<file path="config.mk">
export PLATFORM = sky130hd
export DESIGN_NAME = instructie_ophaler_flat
export DESIGN_NICKNAME = d
export VERILOG_FILES = /design/src/rtl/instructie_ophaler_pkg.sv /design/src/rtl/instructie_ophaler_if.sv /design/src/rtl/instructie_ophaler_programma_teller.sv /design/src/rtl/instructie_ophaler.sv /design/src/flat_wrapper.sv
export SDC_FILE = /design/constraint.sdc
export NUM_CORES = 1
export LEC_CHECK = 0
export ABC_AREA = 1
export CAP_MARGIN = 20
export CORE_UTILIZATION = 39
export CTS_CLUSTER_DIAMETER = 50
export DETAILED_ROUTE_END_ITERATION = 8
export DONT_BUFFER_PORTS = 1
export HOLD_SLACK_MARGIN = 0.06
export PLACE_DENSITY = 0.55
export SLEW_MARGIN = 20
export SYNTH_ARGS = -nofsm -noshare
export SYNTH_HDL_FRONTEND = slang
export SYNTH_SLANG_ARGS = --single-unit
</file>
<file path="constraint.sdc">
create_clock -name clock -period 1.75 [get_ports clock]
set_input_delay 0.35 -clock clock [delete_from_list [all_inputs] [get_ports clock]]
set_output_delay 0.35 -clock clock [all_outputs]
set_load 0.02 [all_outputs]
</file>
<file path="src/rtl/instructie_ophaler_pkg.sv">
// Processor-wide constants and fetch-stage state encoding shared by the fetch
// stage and the instruction decoder.
package instructie_ophaler_pkg;

    localparam int ADDR_W  = 8;
    localparam int INSTR_W = 9;

    localparam logic [ADDR_W-1:0]  RESET_PC  = 8'h00;
    localparam logic [INSTR_W-1:0] HALT_WORD = 9'h1FF;

    typedef enum logic [1:0] {
        START  = 2'd0,
        FETCH  = 2'd1,
        GELDIG = 2'd2,
        STOP   = 2'd3
    } fetch_state_t;

endpackage

</file>
<file path="src/rtl/instructie_ophaler_if.sv">
// Program-memory request/acknowledge bus between the fetch stage (master)
// and the program ROM (slave).
interface instructie_ophaler_if
    import instructie_ophaler_pkg::*;
#(
    parameter int ADDR_WIDTH  = ADDR_W,
    parameter int INSTR_WIDTH = INSTR_W
);
    logic                   mem_req;
    logic [ADDR_WIDTH-1:0]  mem_addr;
    logic                   mem_ack;
    logic [INSTR_WIDTH-1:0] mem_data;

    modport master (
        output mem_req,
        output mem_addr,
        input  mem_ack,
        input  mem_data
    );

    modport slave (
        input  mem_req,
        input  mem_addr,
        output mem_ack,
        output mem_data
    );
endinterface

</file>
<file path="src/rtl/instructie_ophaler_programma_teller.sv">
// Program counter: jump load takes priority over increment; the increment
// wraps modulo 2^ADDR_WIDTH without a carry flag.
module programma_teller
    import instructie_ophaler_pkg::*;
#(
    parameter int                    ADDR_WIDTH = ADDR_W,
    parameter logic [ADDR_WIDTH-1:0] RESET_ADDR = RESET_PC
) (
    input  logic                  clock,
    input  logic                  reset_n,
    input  logic                  inc,
    input  logic                  load,
    input  logic [ADDR_WIDTH-1:0] load_value,
    output logic [ADDR_WIDTH-1:0] pc
);

    always_ff @(posedge clock or negedge reset_n) begin
        if (!reset_n) begin
            pc <= RESET_ADDR;
        end else if (load) begin
            pc <= load_value;
        end else if (inc) begin
            pc <= pc + 1'b1;
        end
    end

endmodule

</file>
<file path="src/rtl/instructie_ophaler.sv">
// Instruction fetch stage: requests one word at a time from program memory
// and holds it in the instruction register until the decoder consumes it.
module instructie_ophaler
    import instructie_ophaler_pkg::*;
#(
    parameter int                     ADDR_WIDTH  = ADDR_W,
    parameter int                     INSTR_WIDTH = INSTR_W,
    parameter logic [ADDR_WIDTH-1:0]  RESET_ADDR  = RESET_PC,
    parameter logic [INSTR_WIDTH-1:0] HALT_OPCODE = HALT_WORD
) (
    input  logic                    clock,
    input  logic                    reset_n,
    instructie_ophaler_if.master    mem,
    input  logic                    sprong,
    input  logic [ADDR_WIDTH-1:0]   sprong_adres,
    input  logic                    stall,
    output logic [INSTR_WIDTH-1:0]  instructie,
    output logic                    instructie_geldig,
    output logic [ADDR_WIDTH-1:0]   pc,
    output logic                    gestopt
);

    fetch_state_t           state_reg, state_next;
    logic [INSTR_WIDTH-1:0] instr_reg;
    logic                   geldig_reg, geldig_next;
    logic                   gestopt_reg, gestopt_next;
    logic                   ir_load;
    logic                   pc_inc;
    logic                   pc_load;
    logic [ADDR_WIDTH-1:0]  pc_value;

    programma_teller #(
        .ADDR_WIDTH (ADDR_WIDTH),
        .RESET_ADDR (RESET_ADDR)
    ) u_programma_teller (
        .clock      (clock),
        .reset_n    (reset_n),
        .inc        (pc_inc),
        .load       (pc_load),
        .load_value (sprong_adres),
        .pc         (pc_value)
    );

    always_ff @(posedge clock or negedge reset_n) begin
        if (!reset_n) begin
            state_reg <= START;
        end else begin
            state_reg <= state_next;
        end
    end

    // A jump outranks any ack or stall; START ignores it so reset release is clean.
    always_comb begin
        state_next   = state_reg;
        geldig_next  = geldig_reg;
        gestopt_next = gestopt_reg;
        ir_load      = 1'b0;
        pc_inc       = 1'b0;
        pc_load      = 1'b0;
        if (state_reg != START && sprong) begin
            state_next   = FETCH;
            pc_load      = 1'b1;
            geldig_next  = 1'b0;
            gestopt_next = 1'b0;
        end else begin
            case (state_reg)
                START: state_next = FETCH;
                FETCH: begin
                    if (mem.mem_ack) begin
                        ir_load     = 1'b1;
                        pc_inc      = 1'b1;
                        geldig_next = 1'b1;
                        state_next  = GELDIG;
                    end
                end
                GELDIG: begin
                    if (!stall) begin
                        geldig_next = 1'b0;
                        if (instr_reg == HALT_OPCODE) begin
                            state_next   = STOP;
                            gestopt_next = 1'b1;
                        end else begin
                            state_next = FETCH;
                        end
                    end
                end
                STOP: gestopt_next = 1'b1;
                default: state_next = START;
            endcase
        end
    end

    always_ff @(posedge clock or negedge reset_n) begin
        if (!reset_n) begin
            instr_reg   <= '0;
            geldig_reg  <= 1'b0;
            gestopt_reg <= 1'b0;
        end else begin
            if (ir_load) begin
                instr_reg <= mem.mem_data;
            end
            geldig_reg  <= geldig_next;
            gestopt_reg <= gestopt_next;
        end
    end

    assign mem.mem_req       = (state_reg == FETCH);
    assign mem.mem_addr      = pc_value;
    assign pc                = pc_value;
    assign instructie        = instr_reg;
    assign instructie_geldig = geldig_reg;
    assign gestopt           = gestopt_reg;

endmodule

</file>
<file path="src/flat_wrapper.sv">
// flat-port wrapper written by rule: the top's interface ports become plain ports
module instructie_ophaler_flat import instructie_ophaler_pkg::*;
#(
    parameter int                     ADDR_WIDTH  = ADDR_W,
    parameter int                     INSTR_WIDTH = INSTR_W,
    parameter logic [ADDR_WIDTH-1:0]  RESET_ADDR  = RESET_PC,
    parameter logic [INSTR_WIDTH-1:0] HALT_OPCODE = HALT_WORD
)
  (clock, reset_n, sprong, sprong_adres, stall, instructie, instructie_geldig, pc, gestopt, mem_mem_req, mem_mem_addr, mem_mem_ack, mem_mem_data);
  instructie_ophaler_if #(.ADDR_WIDTH(ADDR_WIDTH), .INSTR_WIDTH(INSTR_WIDTH)) mem_i ();
  input  logic clock;
  input  logic reset_n;
  input  logic sprong;
  input  logic [ADDR_WIDTH-1:0] sprong_adres;
  input  logic stall;
  output logic [INSTR_WIDTH-1:0] instructie;
  output logic instructie_geldig;
  output logic [ADDR_WIDTH-1:0] pc;
  output logic gestopt;
  output wire logic [$bits(mem_i.mem_req)-1:0] mem_mem_req;
  output wire logic [$bits(mem_i.mem_addr)-1:0] mem_mem_addr;
  input wire logic [$bits(mem_i.mem_ack)-1:0] mem_mem_ack;
  input wire logic [$bits(mem_i.mem_data)-1:0] mem_mem_data;
  assign mem_mem_req = mem_i.mem_req;
  assign mem_mem_addr = mem_i.mem_addr;
  assign mem_i.mem_ack = mem_mem_ack;
  assign mem_i.mem_data = mem_mem_data;
  instructie_ophaler #(.ADDR_WIDTH(ADDR_WIDTH), .INSTR_WIDTH(INSTR_WIDTH), .RESET_ADDR(RESET_ADDR), .HALT_OPCODE(HALT_OPCODE)) u_core (.clock(clock), .reset_n(reset_n), .mem(mem_i), .sprong(sprong), .sprong_adres(sprong_adres), .stall(stall), .instructie(instructie), .instructie_geldig(instructie_geldig), .pc(pc), .gestopt(gestopt));
endmodule
</file>
==> results.py, run 1 <==
metrics = {
    "die": {
        "fp.dieH_um": 58.87,
        "die_w_um": 58.87,
        "initial_utilization_pct": 41.31,
        "fp.coreArea_um2": 3053,
        "die_area_um2": 3465,
        "io_pins": 50,
        "core.rowCount": 20,
    },
    "global_routing": {
        "grt_start_max_net_pins": 22,
        "grt_pass1_wl_mm": 4.491,
        "gr-total-overflow": 0,
        "first_global_vias": 994,
        "grtUsageTotal_pct": 17.19,
        "antenna_found_initial": 0,
    },
    "logic_synthesis": {
        "synth_edf_count": 0,
        "ys_warn_count": 0,
        "yosysUniqueCellTypes": 21,
        "synthTopCellsByArea": "dfrtp_1 42%, nand2_1 20%, ha_1 6.0%",
        "ys_seq_area_share_pct": 41.67,
        "netlist_instances": 163,
        "yosys.area.top_type": "dfrtp_1",
        "ys_seq_elements": 21,
        "async_flop_share_pct": 100.0,
        "syn_avg_cell_area_um2": 7.737,
        "yosysMostFrequentCell": "nand2_1",
        "dominantRegCellSynth": "dfrtp_1",
        "syn_area_um2": 1261,
        "syn-num-nets": 191,
        "yosysTopAreaCellShare_pct": 41.67,
        "ys_top_cells_by_count": "68 x nand2_1, 21 x dfrtp_1, 12 x inv_1",
    },
    "layout": {
        "largest_register_ffs": 9,
        "fin_util_pct": 42.99,
        "drive_above_1_share_pct": 14.63,
        "syn2layout_area_growth_pct": 4.068,
        "final_nets": 193,
        "layoutNonFillerInstCount": 208,
        "fill_cells": 323,
        "diodes": 0,
    },
    "min_path": {
        "min_path_cells": 2,
        "hold_path_class": "in -> reg",
    },
    "clock_network": {
        "ctsResizeCount": 0,
        "cts.path.max_buffers": 2,
        "cts_num_sinks": 21,
        "cts_setup_buffers": 0,
        "htreeDepth": 1,
        "clk_latency_ps": 300,
        "cts.hold.buffers_added": 1,
        "clk_pin_slew_ps": 110,
        "cts_buffers": 3,
        "cts_tree": "yes",
        "root_buffer": "clkbuf_4",
    },
    "critical_path": {
        "cp_num_buf_inv": 2,
        "cp.arrival_ps": 1210,
        "cp-start-kind": "register",
        "crit_path_cell_trace": "inv_1 -> ha_1 -> buf_4",
        "cp_max_fo": 6,
        "cp.depth": 3,
        "setup.worst_path.class": "reg -> out",
        "critPathTopFamily": "flip-flops",
        "slowest_delay_ps": 440,
        "cp_slowest_cell": "dfrtp_1",
        "endpoint_kind": "output port",
        "ff2ff_path_depth": 10,
        "worst-endpoint-required_ps": 1400,
    },
    "timing": {
        "fmax_mhz": 640.5,
        "maxSlewHeadroom_pct": 37.14,
        "min_period_over_period_pct": 89.22,
        "fin_ws_ps": 188.6,
        "finalSetupViolCount": 0,
        "fin_tns_setup_ps": 0,
        "slew_violations": 0,
        "finalCriticalPeriod_ps": 1561,
        "skew_ps": 4.699,
        "worst_slew_pin_slew_ps": 939.8,
        "rsz0062_at_grt": "false",
        "hold_viol_final": 0,
    },
    "pwr": {
        "powerDensity_nw_per_um2": 2004,
        "static-leakage-power_nw": 0.6835,
        "ir_drop_mv": 0.7340,
    },
    "detailed_routing": {
        "drc_errors": 0,
        "drt_iter0_drc": 46,
        "wirelength_mm": 2.509,
        "drtAntennaViolNets": 0,
        "vias": 984,
        "routedWlPerCell_um": 12.06,
        "via_per_inst": 4.731,
        "dr.pass1.iters": 7,
    },
    "placement": {
        "dpl.cell_count": 203,
        "dp_hpwl_mm": 1.951,
        "gp_congestion": 0.8171,
        "port_buffers": 0,
        "pre_cts_ws_ps": 237.6,
    },
    "job": {
        "maxCapViolCount": 0,
    },
    "run_status": {
        "outcome": "finished, final reports clean",
    },
}
## power by group
group	switching [mW]	leakage, nW	total, mW	internal (mW)
clock	0.149	0.0177	0.234	0.0852
combinational	0.750	0.406	1.19	0.435
sequential	0.499	0.260	1.21	0.712
## final timing paths
path	from	slack [ps]	to
max	u_core.state_reg[1]	190	mem_mem_req
min	mem_mem_data[6]	150	u_core.instructie[6]
max reg2reg	u_core.state_reg[1]	220	u_core.state_reg[1]
min reg2reg	u_core.u_programma_teller.pc[1]	600	u_core.u_programma_teller.pc[1]
max in group asynchronous	reset_n	560	u_core.instructie[7]
min in group asynchronous	reset_n	620	u_core.u_programma_teller.pc[1]
## metal layers
metal	track usage (%)	share of wire [%]	up-vias
li1	-	-	497
met1	20.58	44	451
met2	29.06	48	34
met3	6.374	7.5	2
met4	4.422	0.76	0
met5	0	0	-
## through the flow
stage	power, mW	instance area, um2	hold slack [ps]
global route	2.899	1313	135.3
finish	2.630	1313	150.2
detailed placement	2.410	1275	55.13
floorplan	2.242	1261	54.41
global placement	2.387	1275	55.05
CTS	2.660	1313	141.1
## area by class of cell
| cell class | count | area, um2 | share of cell area [%] |
|---|---|---|---|
| clock buffer | 3 | 22.52 | 1.716 |
| clock inverter | 1 | 5.005 | 0.3813 |
| inverter | 16 | 60.06 | 4.576 |
| multi-input combinational | 115 | 581.8 | 44.33 |
| sequential | 21 | 525.5 | 40.04 |
| tap | 44 | 55.05 | 4.194 |
| timing repair buffer | 8 | 62.56 | 4.766 |
## layout by cell type (no fill, tap or decap)
master         Yosys  layout
o21ai_1            1       1
nor2_2             2       2
nand3_1            9       9
buf_4              8       7
nand2_2            2       2
o21ai_0            1       1
xor2_1             2       2
ha_1               6       6
a21oi_1            5       5
clkinv_2           0       1
dfrtp_1           21      21
nor2_1             8       8
o211ai_1           4       4
clkbuf_4           0       3
nand2_4            1       1
nand4_1            1       1
inv_2              4       4
inv_1             12      12
dlygate4sd3_1      0       1
nor2_4             2       2
nand3_2            2       2
xnor2_1            1       1
nand2_1           68      68
## worst register-to-register path, stage by stage (launching register included)
cell and delay (ps):
dfrtp_1 440, inv_1 100, ha_1 200, buf_4 170, inv_1 70, nor2_1 40, nand2_1 80, nand2_2 80
nor2_4 110, nor2_1 50, a21oi_1 110
## kinds of logic (layout without fill, tap and decap cells)
| kind of cell | count (synthesis) | count (layout) | share of synthesized area, % |
|---|---|---|---|
| adder cells (fa/ha/maj) | 6 | 6 | 5.952 |
| buffers and inverters | 27 | 28 | 12.20 |
| XOR/XNOR | 3 | 3 | 2.084 |
| flip-flops | 21 | 21 | 41.67 |
| AND/OR/NAND/NOR | 95 | 95 | 32.94 |
| AO/OA/AOI/OAI | 11 | 11 | 5.158 |
Note: power is estimated with default switching activity, not from simulation.
==> inputs of run 2 (changes only) <==
==> constraint.sdc (replaced) <==
create_clock -name clock -period 1.9 [get_ports clock]
set_input_delay 0.38 -clock clock [delete_from_list [all_inputs] [get_ports clock]]
set_output_delay 0.38 -clock clock [all_outputs]
set_load 0.02 [all_outputs]
==> results.py, run 2 (synthesized netlist as in run 1, its figures left out) <==
metrics = {
    "timing": {
        "hold_viol_final": 0,
        "worst_slew_pin_slew_ps": 940.8,
        "hold_slack_ps": 175.4,
        "skew_ps": 2.362,
        "finalCriticalPeriod_ps": 1607,
        "min_period_over_period_pct": 84.56,
        "maxSlewHeadroom_pct": 37.07,
        "fin_tns_setup_ps": 0,
        "fmax_mhz": 622.4,
        "finalSetupViolCount": 0,
        "slew_violations": 0,
        "rsz0062_at_grt": "false",
    },
    "critical_path": {
        "cp_slowest_cell": "dfrtp_1",
        "worst-endpoint-required_ps": 1520,
        "endpoint_kind": "output port",
        "slowest_delay_ps": 450,
        "cp_max_fo": 6,
        "timing.rr.start": "u_core.state_reg[1]",
        "ff2ff_path_depth": 10,
        "cp_num_buf_inv": 2,
        "regToRegSetupSlack_ps": 350,
        "cp.arrival_ps": 1230,
        "critPathTopFamily": "flip-flops",
        "setup.worst_path.class": "reg -> out",
        "crit_path_cell_trace": "inv_1 -> ha_1 -> buf_4",
        "cp-start-kind": "register",
        "r2r-end": "u_core.state_reg[0]",
    },
    "min_path": {
        "min_path_cells": 2,
        "min-delay-start": "mem_mem_data[4]",
        "hold_path_class": "in -> reg",
        "hold_end": "u_core.instructie[4]",
    },
    "layout": {
        "final_cell_mix": "68 x nand2_1, 21 x dfrtp_1, 12 x inv_1",
        "drive_above_1_share_pct": 13.58,
        "fin_area_um2": 1297,
        "syn2layout_area_growth_pct": 2.877,
        "diodes": 0,
        "largest_register_ffs": 9,
        "mostFrequentLayoutCell": "nand2_1",
        "final_nets": 191,
        "fin_util_pct": 42.50,
    },
    "die": {
        "die_area_um2": 3465,
        "fp.coreArea_um2": 3053,
        "io_pins": 50,
        "die_w_um": 58.87,
        "core.rowCount": 20,
        "fp.dieH_um": 58.87,
        "initial_utilization_pct": 41.31,
    },
    "global_routing": {
        "grtUsageTotal_pct": 16.17,
        "grt_pass1_wl_mm": 4.229,
        "grt_use_met1_pct": 20.06,
        "gr-total-overflow": 0,
        "grt_util_met2_pct": 27.11,
        "grt_busiest_layer": "met2",
        "antenna_found_initial": 0,
        "first_global_vias": 963,
        "grt_start_max_net_pins": 22,
        "use_met3_pct": 3.736,
    },
    "pwr": {
        "p_total_mw": 2.394,
        "powerDensity_nw_per_um2": 1845,
        "static-leakage-power_nw": 0.6735,
        "ir_drop_mv": 0.6782,
    },
    "clock_network": {
        "root_buffer": "clkbuf_4",
        "clk_pin_slew_ps": 120,
        "cts.path.max_buffers": 2,
        "htreeDepth": 1,
        "cts_buffers": 3,
        "ctsResizeCount": 0,
        "cts_num_sinks": 21,
        "clk_latency_ps": 300,
        "cts_tree": "yes",
    },
    "detailed_routing": {
        "via_per_inst": 4.869,
        "drtAntennaViolNets": 0,
        "drt_iter0_drc": 56,
        "wirelength_mm": 2.554,
        "dr.pass1.iters": 4,
        "vias": 1003,
        "drc_errors": 0,
        "routedWlPerCell_um": 12.40,
    },
    "run_status": {
        "outcome": "finished, final reports clean",
    },
    "job": {
        "maxCapViolCount": 0,
    },
    "placement": {
        "dp_hpwl_mm": 1.976,
        "placed_cell_area_um2": 1260,
        "gp_congestion": 0.7858,
        "port_buffers": 0,
    },
}
-- run 2: metrics by stage --
stage | cells | setup slack (ps)
after floorplan | 163 | 445.3
after global placement | 201 | 381.9
after detailed placement | 201 | 353.8
after CTS | 206 | 280.3
after global routing | 206 | 136.6
final | 206 | 293.4
-- run 2: layout make-up --
type / count / area, um2
clock buffers: 3 / 22.52
clock inverters: 1 / 5.005
fillers: 340 / 1755
inverters: 16 / 60.06
multi-input cells: 115 / 581.8
flip-flops and latches: 21 / 525.5
well taps: 44 / 55.05
repair buffers: 6 / 47.55
-- run 2: repair_timing --
| action | in CTS | in global routing |
|---|---|---|
| endpoints found under the hold margin | 21 | 0 |
| setup buffers | 0 | 0 |
| hold buffers | 1 | 0 |
| setup endpoints to repair | 0 | 0 |
-- run 2: worst max path at each step --
stage | startpoint | end | slack, ps | cells after the start
2_1_floorplan | u_core.state_reg[1] | u_core.u_programma_teller.pc[5] | 450 | 9
3_3_place_gp | u_core.state_reg[1] | u_core.state_reg[1] | 380 | 10
3_5_place_dp | u_core.state_reg[1] | u_core.state_reg[0] | 350 | 9
4_1_cts | u_core.state_reg[1] | mem_mem_req | 280 | 3
5_1_grt | u_core.state_reg[1] | u_core.state_reg[0] | 140 | 10
6_report | u_core.state_reg[1] | mem_mem_req | 290 | 3
-- run 2: power breakdown --
part,switching [mW],internal (mW)
combinational,0.641,0.376
sequential,0.505,0.655
clock,0.139,0.0786
total,1.28,1.11
-- run 2: routing by layer --
metal	routed length, um	vias up
met3	227	4
met5	0	-
met4	33	0
met1	1030	457
met2	1262	43
li1	-	499
-- run 2: worst register-to-register path, delay by kind of cell (launching register included) --
family,cells,cell delay (ps)
buf+inv,3,350
compound gates,1,90
simple gates,5,370
fa+ha+maj,1,200
flops,1,450
